**src/rtl/addsub_digit_serial_if.sv**
```systemverilog
// Operand/result bundle for addsub_digit_serial: request side (start, sub, cin, X, Y)
// and registered result side (Sum, Carry, Ovf, Zero, busy, done).
interface addsub_digit_serial_if #(
  parameter int N = 8
);
  logic         start;
  logic         sub;
  logic         cin;
  logic [N-1:0] X;
  logic [N-1:0] Y;
  logic [N-1:0] Sum;
  logic         Carry;
  logic         Ovf;
  logic         Zero;
  logic         busy;
  logic         done;

  modport master (
    output start, sub, cin, X, Y,
    input  Sum, Carry, Ovf, Zero, busy, done
  );

  modport slave (
    input  start, sub, cin, X, Y,
    output Sum, Carry, Ovf, Zero, busy, done
  );
endinterface

```
**src/rtl/addsub_digit_serial.sv**
```systemverilog
// Digit-serial adder/subtractor: N-bit operands processed D bits per cycle over S = N/D steps.
// Optional macro ADDSUB_FLAGS_EN enables the Ovf/Zero flags; otherwise they are tied to 0.
//
// state | meaning
// IDLE  | waiting for start
// RUN   | one digit step per cycle, S cycles, busy = 1
// DONE  | one-cycle done pulse; start here chains the next operation
module addsub_digit_serial #(
  parameter int N = 8,
  parameter int D = 2
) (
  input logic              clk,
  input logic              rst,
  addsub_digit_serial_if.slave bus
);
  localparam int S  = N / D;
  localparam int CW = (S > 1) ? $clog2(S) : 1;

  typedef enum logic [1:0] {IDLE, RUN, DONE} state_t;

  state_t         state_q, state_d;
  logic [N-1:0]   a_q, a_d;
  logic [N-1:0]   b_q, b_d;
  logic [N-1:0]   work_q, work_d;
  logic [N-1:0]   sum_q, sum_d;
  logic [CW-1:0]  cnt_q, cnt_d;
  logic           carry_run_q, carry_run_d;
  logic           carry_q, carry_d;

  logic [D-1:0]   a_dig, b_dig, s_dig;
  logic           c_out;
  logic [N-1:0]   work_nxt;
  logic           accept;

  // Operands shift right one digit per step; result digits shift in from the top.
  always_comb begin
    a_dig = a_q[D-1:0];
    b_dig = b_q[D-1:0];
    {c_out, s_dig} = {1'b0, a_dig} + {1'b0, b_dig} + {{D{1'b0}}, carry_run_q};
    work_nxt = (work_q >> D) | (N'(s_dig) << (N - D));
  end

`ifdef ADDSUB_FLAGS_EN
  logic ovf_q, ovf_d;
  logic zero_q, zero_d;
  logic c_msb_in;

  assign c_msb_in = a_dig[D-1] ^ b_dig[D-1] ^ s_dig[D-1];
`endif

  always_comb begin
    state_d     = state_q;
    a_d         = a_q;
    b_d         = b_q;
    work_d      = work_q;
    sum_d       = sum_q;
    cnt_d       = cnt_q;
    carry_run_d = carry_run_q;
    carry_d     = carry_q;
    accept      = 1'b0;
`ifdef ADDSUB_FLAGS_EN
    ovf_d       = ovf_q;
    zero_d      = zero_q;
`endif

    case (state_q)
      IDLE: begin
        if (bus.start) begin
          accept  = 1'b1;
          state_d = RUN;
        end
      end
      RUN: begin
        a_d         = a_q >> D;
        b_d         = b_q >> D;
        work_d      = work_nxt;
        carry_run_d = c_out;
        cnt_d       = cnt_q - CW'(1);
        if (cnt_q == '0) begin
          state_d = DONE;
          sum_d   = work_nxt;
          carry_d = c_out;
`ifdef ADDSUB_FLAGS_EN
          ovf_d   = c_msb_in ^ c_out;
          zero_d  = (work_nxt == '0);
`endif
        end
      end
      DONE: begin
        if (bus.start) begin
          accept  = 1'b1;
          state_d = RUN;
        end else begin
          state_d = IDLE;
        end
      end
      default: state_d = IDLE;
    endcase

    // Subtraction folds into addition: invert Y and flip the carry-in.
    if (accept) begin
      a_d         = bus.X;
      b_d         = bus.Y ^ {N{bus.sub}};
      carry_run_d = bus.cin ^ bus.sub;
      work_d      = '0;
      cnt_d       = CW'(S - 1);
    end
  end

  always_ff @(posedge clk) begin
    if (rst) begin
      state_q     <= IDLE;
      a_q         <= '0;
      b_q         <= '0;
      work_q      <= '0;
      sum_q       <= '0;
      cnt_q       <= '0;
      carry_run_q <= 1'b0;
      carry_q     <= 1'b0;
    end else begin
      state_q     <= state_d;
      a_q         <= a_d;
      b_q         <= b_d;
      work_q      <= work_d;
      sum_q       <= sum_d;
      cnt_q       <= cnt_d;
      carry_run_q <= carry_run_d;
      carry_q     <= carry_d;
    end
  end

`ifdef ADDSUB_FLAGS_EN
  always_ff @(posedge clk) begin
    if (rst) begin
      ovf_q  <= 1'b0;
      zero_q <= 1'b0;
    end else begin
      ovf_q  <= ovf_d;
      zero_q <= zero_d;
    end
  end

  assign bus.Ovf  = ovf_q;
  assign bus.Zero = zero_q;
`else
  assign bus.Ovf  = 1'b0;
  assign bus.Zero = 1'b0;
`endif

  assign bus.Sum   = sum_q;
  assign bus.Carry = carry_q;
  assign bus.busy  = (state_q == RUN);
  assign bus.done  = (state_q == DONE);

endmodule

```
**src/flat_wrapper.sv**
```systemverilog
// flat-port wrapper written by rule: the top's interface ports become plain ports
module addsub_digit_serial_flat 
#(
  parameter int N = 8,
  parameter int D = 2
)
  (clk, rst, bus_start, bus_sub, bus_cin, bus_X, bus_Y, bus_Sum, bus_Carry, bus_Ovf, bus_Zero, bus_busy, bus_done);
  addsub_digit_serial_if #(.N(N)) bus_i ();
  input logic clk;
  input logic rst;
  input wire logic [$bits(bus_i.start)-1:0] bus_start;
  input wire logic [$bits(bus_i.sub)-1:0] bus_sub;
  input wire logic [$bits(bus_i.cin)-1:0] bus_cin;
  input wire logic [$bits(bus_i.X)-1:0] bus_X;
  input wire logic [$bits(bus_i.Y)-1:0] bus_Y;
  output wire logic [$bits(bus_i.Sum)-1:0] bus_Sum;
  output wire logic [$bits(bus_i.Carry)-1:0] bus_Carry;
  output wire logic [$bits(bus_i.Ovf)-1:0] bus_Ovf;
  output wire logic [$bits(bus_i.Zero)-1:0] bus_Zero;
  output wire logic [$bits(bus_i.busy)-1:0] bus_busy;
  output wire logic [$bits(bus_i.done)-1:0] bus_done;
  assign bus_i.start = bus_start;
  assign bus_i.sub = bus_sub;
  assign bus_i.cin = bus_cin;
  assign bus_i.X = bus_X;
  assign bus_i.Y = bus_Y;
  assign bus_Sum = bus_i.Sum;
  assign bus_Carry = bus_i.Carry;
  assign bus_Ovf = bus_i.Ovf;
  assign bus_Zero = bus_i.Zero;
  assign bus_busy = bus_i.busy;
  assign bus_done = bus_i.done;
  addsub_digit_serial #(.N(N), .D(D)) u_core (.clk(clk), .rst(rst), .bus(bus_i));
endmodule
```
**config.mk**
```make
export PLATFORM = sky130hd
export DESIGN_NAME = addsub_digit_serial_flat
export DESIGN_NICKNAME = d
export VERILOG_FILES = /design/src/rtl/addsub_digit_serial_if.sv /design/src/rtl/addsub_digit_serial.sv /design/src/flat_wrapper.sv
export SDC_FILE = /design/constraint.sdc
export NUM_CORES = 1
export LEC_CHECK = 0
export CORE_MARGIN = 5
export CORE_UTILIZATION = 40
export DETAILED_ROUTE_END_ITERATION = 8
export PLACE_DENSITY = 0.73
export RECOVER_POWER = 25
export SETUP_SLACK_MARGIN = 0.3
export SYNTH_ARGS = -nofsm -noshare
export SYNTH_HDL_FRONTEND = slang
export SYNTH_SLANG_ARGS = --single-unit
```
**constraint.sdc**
```tcl
create_clock -name clk -period 1.5 [get_ports clk]
set_input_delay 0.15 -clock clk [delete_from_list [all_inputs] [get_ports clk]]
set_output_delay 0.15 -clock clk [all_outputs]
set_load 0.02 [all_outputs]
```
Word level (Yosys, flattened, before mapping)
Cells that the tools add are included.
{ "word_totals": {"regBits": 38, "out_inout_bits": 13} }
{ "op_classes": {"addsub": 3, "eq_ne": 4, "mux": 14, "n_bitwise": 3, "reduce_logical": 7} }
{ "ops": {"columns": ["operator", "n"], "rows": [
  ["$mux 8", 4],
  ["$mux 2", 4],
  ["$or 6x8->8", 1],
  ["$xor 8x8->8", 1],
  ["$pmux 2 s3", 1],
  ["$mux 1", 5],
  ["$logic_not 2->1", 2],
  ["$reduce_and 2->1", 2],
  ["$reduce_or 2->1", 2],
  ["$add 2x2->3", 1],
  ["$add 3x1->3", 1],
  ["$eq 2x1->1 const B", 1],
  ["$eq 2x2->1 const B", 1],
  ["$ne 2x1->1 const B", 1],
  ["$ne 2x2->1 const B", 1],
  ["$reduce_bool 2->1", 1],
  ["$sub 2x1->2 const B", 1],
  ["$xor 1x1->1", 1]
]} }

Logic depth before layout (Yosys ltp)
Gate-level depths: netlist (run 1).
{ "logic_depth": {"word_depth": 4, "ltp_mapped": 6, "ltp_nobuf": 5} }

Worst setup path before layout (run 1)
No wires, ideal clock.
{ "synth_timing": {"path_kind": "reg2reg", "from": "reg u_core.carry_run_q", "to": "reg u_core.carry_run_q", "setup_ns": 0.103, "arrival_ns": 1.452, "setup_slack_ns": -0.056, "path_stages_with_launch": 5, "period_less_slack_ns": 1.556, "path_cell_list": "dfxtp_1 > inv_1 > fa_1 > fa_1 > a2111oi_2"} }
{ "synth_between": {"elab_chain_cells": 3} }
{ "synth_lines": {"columns": ["element", "line", "text"], "rows": [
  ["start, declared", "addsub_digit_serial.sv:27", "logic carry_run_q, carry_run_d;"],
  ["start signal, assigned", "addsub_digit_serial.sv:127", "carry_run_q <= carry_run_d;"],
  ["$add 3x1->3", "addsub_digit_serial.sv:39", "{c_out, s_dig} = {1'b0, a_dig} + {1'b0, b_dig} + {{D{1'b0}}, carry_run_q};"],
  ["$mux 1", "addsub_digit_serial.sv:66", "case (state_q)"],
  ["$mux 1", "addsub_digit_serial.sv:101", "if (accept) begin"]
]} }
No other way between the ends. The select of a mux whose other input is x is not followed.
A chain may end at the register's enable or synchronous reset.

Worst setup path after layout (run 1)
{ "layout_timing": {"from": "reg u_core.carry_run_q", "to": "reg u_core.carry_q (netlist: u_core.bus.Carry)"} }
{ "layout_between": {"elab_chain_cells": 1} }
{ "layout_lines": {"columns": ["element", "line", "text"], "rows": [
  ["$add 3x1->3", "addsub_digit_serial.sv:39", null],
  ["end signal, assigned", "addsub_digit_serial.sv:128", "carry_q <= carry_d;"],
  ["end, declared", "addsub_digit_serial.sv:28", "logic carry_q, carry_d;"]
]} }
No other way between the ends.

==> impl_metrics.py, run 1 <==
metrics = {
    "routing": {
        "wl_per_cell_um": 13.4,
        "vias": 1333,
        "antenna_left": 0,
        "viasPerCell": 5.05,
        "drc": 0,
        "drtIter0Drc": 56,
        "dr.pass1.iters": 5,
        "wirelength_mm": 3.54,
    },
    "cts": {
        "htreeDepth": 2,
        "clockBufferDepth": 2,
        "cts.clk_slew.worst_paths_ns": 0.06,
        "numCtsBuffers": 5,
        "clock_latency_ns": 0.29,
        "cts_sinks": 36,
        "tritoncts": "done",
        "root_buffer": "clkbuf_8",
    },
    "global_route": {
        "grt_pass1_vias": 1233,
        "grt_overflow": 0,
        "antenna_found_initial": 0,
        "grt_max_degree": 27,
        "grt_pass1_wl_mm": 5.69,
        "grt.total_usage_pct": 14.0,
    },
    "timing": {
        "setup_viol": 4,
        "rsz0062_at_grt": "true",
        "clock.fmax_ghz": 0.641,
        "hold_viol": 0,
        "slew_violations": 0,
        "period_needed_ns": 1.56,
        "hold_slack_ns": 0.411,
        "worst_clock_skew_ns": 0.00417,
        "min_period_over_period_pct": 104,
        "layout_setup_ws_ns": -0.0597,
    },
    "worst_hold_path": {
        "hold_class": "input port to flip-flop",
    },
    "critical_path": {
        "end_kind": "flip-flop",
        "slowest_stage": "fa_2",
        "cp_data_required_time_ns": 1.71,
        "critical_path_class": "flip-flop to flip-flop",
        "cp_cell_sequence": "inv_2, fa_2, fa_2, buf_4, a211oi_2",
        "crit_arrival_ns": 1.77,
        "cpMostUsedCell": "fa_2",
        "worstPathMaxFanout": 2,
        "start_kind": "flip-flop",
        "cp_slowest_stage_delay_ns": 0.39,
    },
    "logic_synthesis": {
        "yosys_warnings": 0,
        "seq_area_frac_synth_pct": 45.4,
        "ys_types": 32,
        "syn_inst": 180,
        "syn_area_um2": 1590,
        "ys_ff_latch": 36,
        "postSynthAreaPerCell_um2": 8.81,
    },
    "placed_design": {
        "placement.io_buffers": 31,
        "placed_cells": 253,
        "postPlaceCellArea_um2": 1940,
        "gp_congestion": 0.723,
        "hpwl_mm": 2.17,
    },
    "floorplan": {
        "ioPinCount": 34,
        "core_area_um2": 3740,
        "die_h_um": 73.0,
        "start_util_pct": 42.4,
        "dieArea_um2": 5330,
        "placementRows": 22,
        "die-width_um": 73.0,
    },
    "final_layout": {
        "area_growth_syn_to_layout_pct": 35.1,
        "n_fill_cell": 363,
        "final_cell_mix": "dfxtp_1 (32), nand2_1 (30), clkdlybuf4s50_1 (20), a21oi_1 (18), nand3_1 (11)",
        "multi_input_area_um2": 798,
        "drive_above_1_share_pct": 20.8,
        "utilization_pct": 57.3,
        "nNetsFinal": 240,
        "n_antenna_cell": 0,
        "seq_area_um2": 726,
        "layoutNonFillerInstCount": 264,
        "postLayoutCellArea_um2": 2140,
        "layout_commonest_cell": "dfxtp_1",
    },
    "flow_run": {
        "maxCapViolCount": 0,
    },
    "status": {
        "violations": "setup timing",
        "outcome": "finished, violations left",
    },
    "power": {
        "p_leak_nw": 0.814,
        "peakVddDrop_mv": 0.552,
        "total_power_mw": 2.23,
        "p_per_area_nw_per_um2": 1040,
    },
}
-- what timing repair did --
action,CTS,global route
hold buffers,0,0
endpoints found under the setup margin,25,24
pin swaps,0,6
cloned,1,1
endpoints found under the hold margin,0,0
buffers inserted,2,0
resized for setup,22,24
-- synth_stat cells, drive strengths merged --
library cell | instances | area [um2]
nor2b | 2 | 12.5
o22ai | 1 | 6.26
a211oi | 6 | 50.1
or2b | 1 | 7.51
clkbuf | 2 | 7.51
fa | 2 | 40.0
nand2b | 3 | 21.3
inv | 8 | 32.5
a22oi | 8 | 60.1
nor2 | 11 | 41.3
nand3 | 11 | 55.1
dfxtp | 36 | 721
and3b | 1 | 8.76
nand3b | 1 | 7.51
xor2 | 9 | 78.8
ha | 1 | 12.5
o21a | 1 | 7.51
nand2 | 30 | 113
buf | 13 | 93.8
conb | 1 | 3.75
a21oi | 21 | 105
nor3 | 5 | 25.0
mux2i | 1 | 10.0
a31oi | 1 | 6.26
a2111oi | 1 | 15.0
a311oi | 3 | 45.0
-- kinds of logic (layout without fill, tap and decap cells) --
| family | Yosys count | in the layout | share of synthesized area [%] |
|---|---|---|---|
| AO/OA/AOI/OAI | 42 | 42 | 18.6 |
| XOR/XNOR | 9 | 9 | 4.97 |
| adder cells (fa/ha/maj) | 3 | 3 | 3.31 |
| buffers and inverters | 23 | 57 | 8.44 |
| flip-flops | 36 | 36 | 45.4 |
| multiplexers | 1 | 1 | 0.631 |
| other | 1 | 2 | 0.236 |
| AND/OR/NAND/NOR | 65 | 66 | 18.4 |
-- report_power, final --
part	switching, mW	internal, mW
logic	0.229	0.216
registers	0.0364	1.02
clock network	0.325	0.408
-- area by class of cell --
type,instances,share of cell area [%]
inverter,8,1.63
clock buffer,7,4.50
tap,48,2.80
sequential,36,33.9
timing repair buffer,42,20.0
multi-input combinational,123,37.2
-- state kept, by name, indices dropped and copies added, names as in the netlist --
name                cells
u_core.a_q              8
u_core.b_q              8
u_core.bus.Sum          8
u_core.work_q           6
u_core.cnt_q            2
u_core.state_q          2
u_core.bus.Carry        1
u_core.carry_run_q      1
-- routing by layer --
| metal | share of wire (%) | GRT usage (%) | vias to the layer above |
|---|---|---|---|
| met5 | 0 | 0 | - |
| met4 | 1.6 | 4.92 | 0 |
| met3 | 5.1 | 5.10 | 7 |
| met2 | 51 | 23.2 | 31 |
| met1 | 42 | 16.6 | 619 |
| li1 | - | - | 676 |
-- worst paths after layout --
check,cells after the start,slack (ns),start,endpoint
setup reg to reg,5,-0.06,u_core.carry_run_q,u_core.bus.Carry
hold / removal,3,0.41,bus_X[7],u_core.a_q[7]
setup / recovery,5,-0.06,u_core.carry_run_q,u_core.bus.Carry
hold reg to reg,2,0.45,u_core.bus.Sum[3],u_core.bus.Sum[3]
-- through the flow --
| step | setup slack (ns) | setup TNS [ns] |
|---|---|---|
| CTS | 0.00652 | 0 |
| finish | -0.0597 | -0.117 |
| global placement | 0.0385 | 0 |
| floorplan | 0.0551 | 0 |
| detailed placement | 0.0134 | 0 |
| global route | -0.119 | -0.305 |
-- critical path: cells and delay by family (launching register included) --
| kind | cells | cell delay [ns] |
|---|---|---|
| fa+ha+maj | 2 | 0.77 |
| flops | 1 | 0.34 |
| buf+inv | 2 | 0.19 |
| compound gates | 1 | 0.18 |
Power figures use the tool's default switching activity.
==> run 2, diff against run 1 <==
--- a/config.mk
+++ b/config.mk
@@ -5,11 +5,12 @@
 export SDC_FILE = /design/constraint.sdc
 export NUM_CORES = 1
 export LEC_CHECK = 0
+export CORE_ASPECT_RATIO = 1.1
 export CORE_MARGIN = 5
 export CORE_UTILIZATION = 40
 export DETAILED_ROUTE_END_ITERATION = 8
-export PLACE_DENSITY = 0.73
-export RECOVER_POWER = 25
+export PLACE_DENSITY = 0.72
+export RECOVER_POWER = 50
 export SETUP_SLACK_MARGIN = 0.3
 export SYNTH_ARGS = -nofsm -noshare
 export SYNTH_HDL_FRONTEND = slang
==> run 2 against run 1 <==
  * The flow still finishes with violations (setup timing)
  * Via count down 0.60%
  * Routed wire length is 0.59% lower
  * Critical path depth fell by 1
  * Sequential cell count is the same
  * Die area about the same
  * Clock skew decreased by 0.0021 ns
  * Largest cell class unchanged
==> impl_metrics.py, run 2 (same netlist as run 1, synthesis figures left out) <==
metrics = {
    "status": {
        "violations": "setup timing",
        "outcome": "finished, violations left",
    },
    "timing": {
        "layout_setup_ws_ns": -0.0417,
        "worst_clock_skew_ns": 0.00207,
        "min_period_over_period_pct": 103,
        "tns_ns": -0.0666,
        "hold_viol": 0,
        "setup_viol": 5,
        "clock.fmax_ghz": 0.649,
        "period_needed_ns": 1.54,
        "rsz0062_at_grt": "true",
        "slew_violations": 0,
    },
    "routing": {
        "vias": 1325,
        "dr.pass1.iters": 4,
        "wirelength_mm": 3.52,
        "wl_met1_mm": 1.52,
        "drtIter0Drc": 71,
        "wl_per_cell_um": 13.0,
        "drc": 0,
        "antenna_left": 0,
        "dr_wl_met3_um": 204,
        "wl_met2_mm": 1.73,
        "viasPerCell": 4.89,
        "top_layer_used": "met4",
    },
    "floorplan": {
        "start_util_pct": 40.6,
        "core_area_um2": 3900,
        "dieArea_um2": 5330,
        "die_h_um": 76.1,
        "placementRows": 24,
        "ioPinCount": 34,
        "die-width_um": 70.0,
    },
    "critical_path": {
        "cpMostUsedCell": "fa_2",
        "cp_cell_sequence": "inv_2, fa_2, fa_2, a2111oi_4",
        "critical_path_class": "flip-flop to flip-flop",
        "worstPathMaxFanout": 2,
        "end_kind": "flip-flop",
        "cp_slowest_stage_delay_ns": 0.38,
        "slowest_stage": "fa_2",
        "cp_data_required_time_ns": 1.68,
        "rr_worst_depth": 4,
        "crit_arrival_ns": 1.72,
        "start_kind": "flip-flop",
    },
    "global_route": {
        "grt_overflow": 0,
        "grt_pass1_wl_mm": 5.74,
        "grt.total_usage_pct": 13.3,
        "grt_pass1_vias": 1311,
        "antenna_found_initial": 0,
        "grt_max_degree": 22,
    },
    "cts": {
        "numCtsBuffers": 5,
        "clockBufferDepth": 2,
        "htreeDepth": 2,
        "hold_buffers": 0,
        "root_buffer": "clkbuf_8",
        "tritoncts": "done",
        "cts.clk_slew.worst_paths_ns": 0.07,
        "clock_latency_ns": 0.28,
        "cts_sinks": 36,
    },
    "final_layout": {
        "layout_commonest_cell": "dfxtp_1",
        "n_antenna_cell": 0,
        "final_cell_mix": "dfxtp_1 (33), nand2_1 (30), a21oi_1 (20), clkdlybuf4s50_1 (20), nand3_1 (11)",
        "n_fill_cell": 387,
        "area_growth_syn_to_layout_pct": 37.0,
        "drive_above_1_share_pct": 21.5,
        "layoutNonFillerInstCount": 271,
        "nNetsFinal": 242,
    },
    "flow_run": {
        "maxCapViolCount": 0,
    },
    "placed_design": {
        "placed_cells": 258,
        "dp_slack_ns": 0.0126,
        "placement.io_buffers": 31,
        "hpwl_mm": 2.21,
        "gp_congestion": 0.712,
    },
    "power": {
        "peakVddDrop_mv": 0.496,
        "p_per_area_nw_per_um2": 1020,
        "p_leak_nw": 0.817,
    },
    "worst_hold_path": {
        "hold_class": "input port to flip-flop",
        "min_delay_path_depth": 3,
    },
}
==> run 2: changes by cell type in the layout (fill, tap and decap cells not counted), moves of 2 or more <==
cell,change
a21oi_1,+2
a21oi_2,-2
a22oi_1,-3
a22oi_2,+3
buf_4,+3
buf_6,-2
clkbuf_1,+2
dfxtp_2,-2
nand2b_1,-2
==> run 2: stage by stage <==
stage | hold slack (ns) | total power [mW] | area, um2 | utilization (%)
after CTS | 0.405 | 2.20 | 2100 | 53.8
after global placement | 0.443 | 1.46 | 1960 | 50.3
final | 0.414 | 2.21 | 2170 | 55.7
after floorplan | 0.286 | 1.33 | 1600 | -
after global routing | 0.421 | 2.32 | 2170 | 55.7
after detailed placement | 0.447 | 1.47 | 1960 | 50.3
==> run 2: power breakdown <==
| group | internal [mW] | switching, mW |
|---|---|---|
| clock network | 0.374 | 0.322 |
| registers | 1.02 | 0.0391 |
| logic | 0.225 | 0.233 |
| total | 1.62 | 0.593 |
==> run 2: worst max-delay path: cells and delay by family, from the launching register on <==
family	cells	cell delay [ns]
DFF	1	0.33
adders and majority gates	2	0.76
AOI/OAI and AO/OA	1	0.30
buffers and inverters	1	0.04
==> run 2: what timing repair did <==
item	CTS	global route
gates cloned	2	0
buffers inserted	1	2
hold endpoints to repair	0	0
pin swaps	0	2
endpoints found under the setup margin	25	32
gates resized for setup	21	25
==> run 2: layer usage <==
layer / up-vias / GRT usage [%]
li1: 681 / -
met1: 603 / 15.2
met2: 34 / 22.3
met3: 7 / 4.75
met4: 0 / 5.75
met5: - / 0
==> run 2: final timing paths <==
check | slack [ns] | start | endpoint
worst max register to register | -0.04 | u_core.carry_run_q | u_core.carry_run_q
worst max-delay path | -0.04 | u_core.carry_run_q | u_core.carry_run_q
worst min-delay path | 0.41 | bus_X[7] | u_core.a_q[7]
worst min register to register | 0.45 | u_core.bus.Sum[0] | u_core.bus.Sum[0]
==> run 2: layout make-up <==
type,instances,area [um2],share of cell area [%]
Clock buffer,8,90.1,4.15
Timing Repair Buffer,44,443,20.4
Inverter,8,32.5,1.50
Tap cell,52,65.1,2.99
Multi-Input combinational cell,123,816,37.5
Sequential cell,36,727,33.4
==> run 3, diff against run 2 <==
--- a/config.mk
+++ b/config.mk
@@ -9,6 +9,7 @@
 export CORE_MARGIN = 5
 export CORE_UTILIZATION = 40
 export DETAILED_ROUTE_END_ITERATION = 8
+export GPL_TIMING_DRIVEN = 1
 export PLACE_DENSITY = 0.72
 export RECOVER_POWER = 50
 export SETUP_SLACK_MARGIN = 0.3
==> results of run 3 <==
Same layout as run 2: the final DEF is identical, and so are final timing and power.
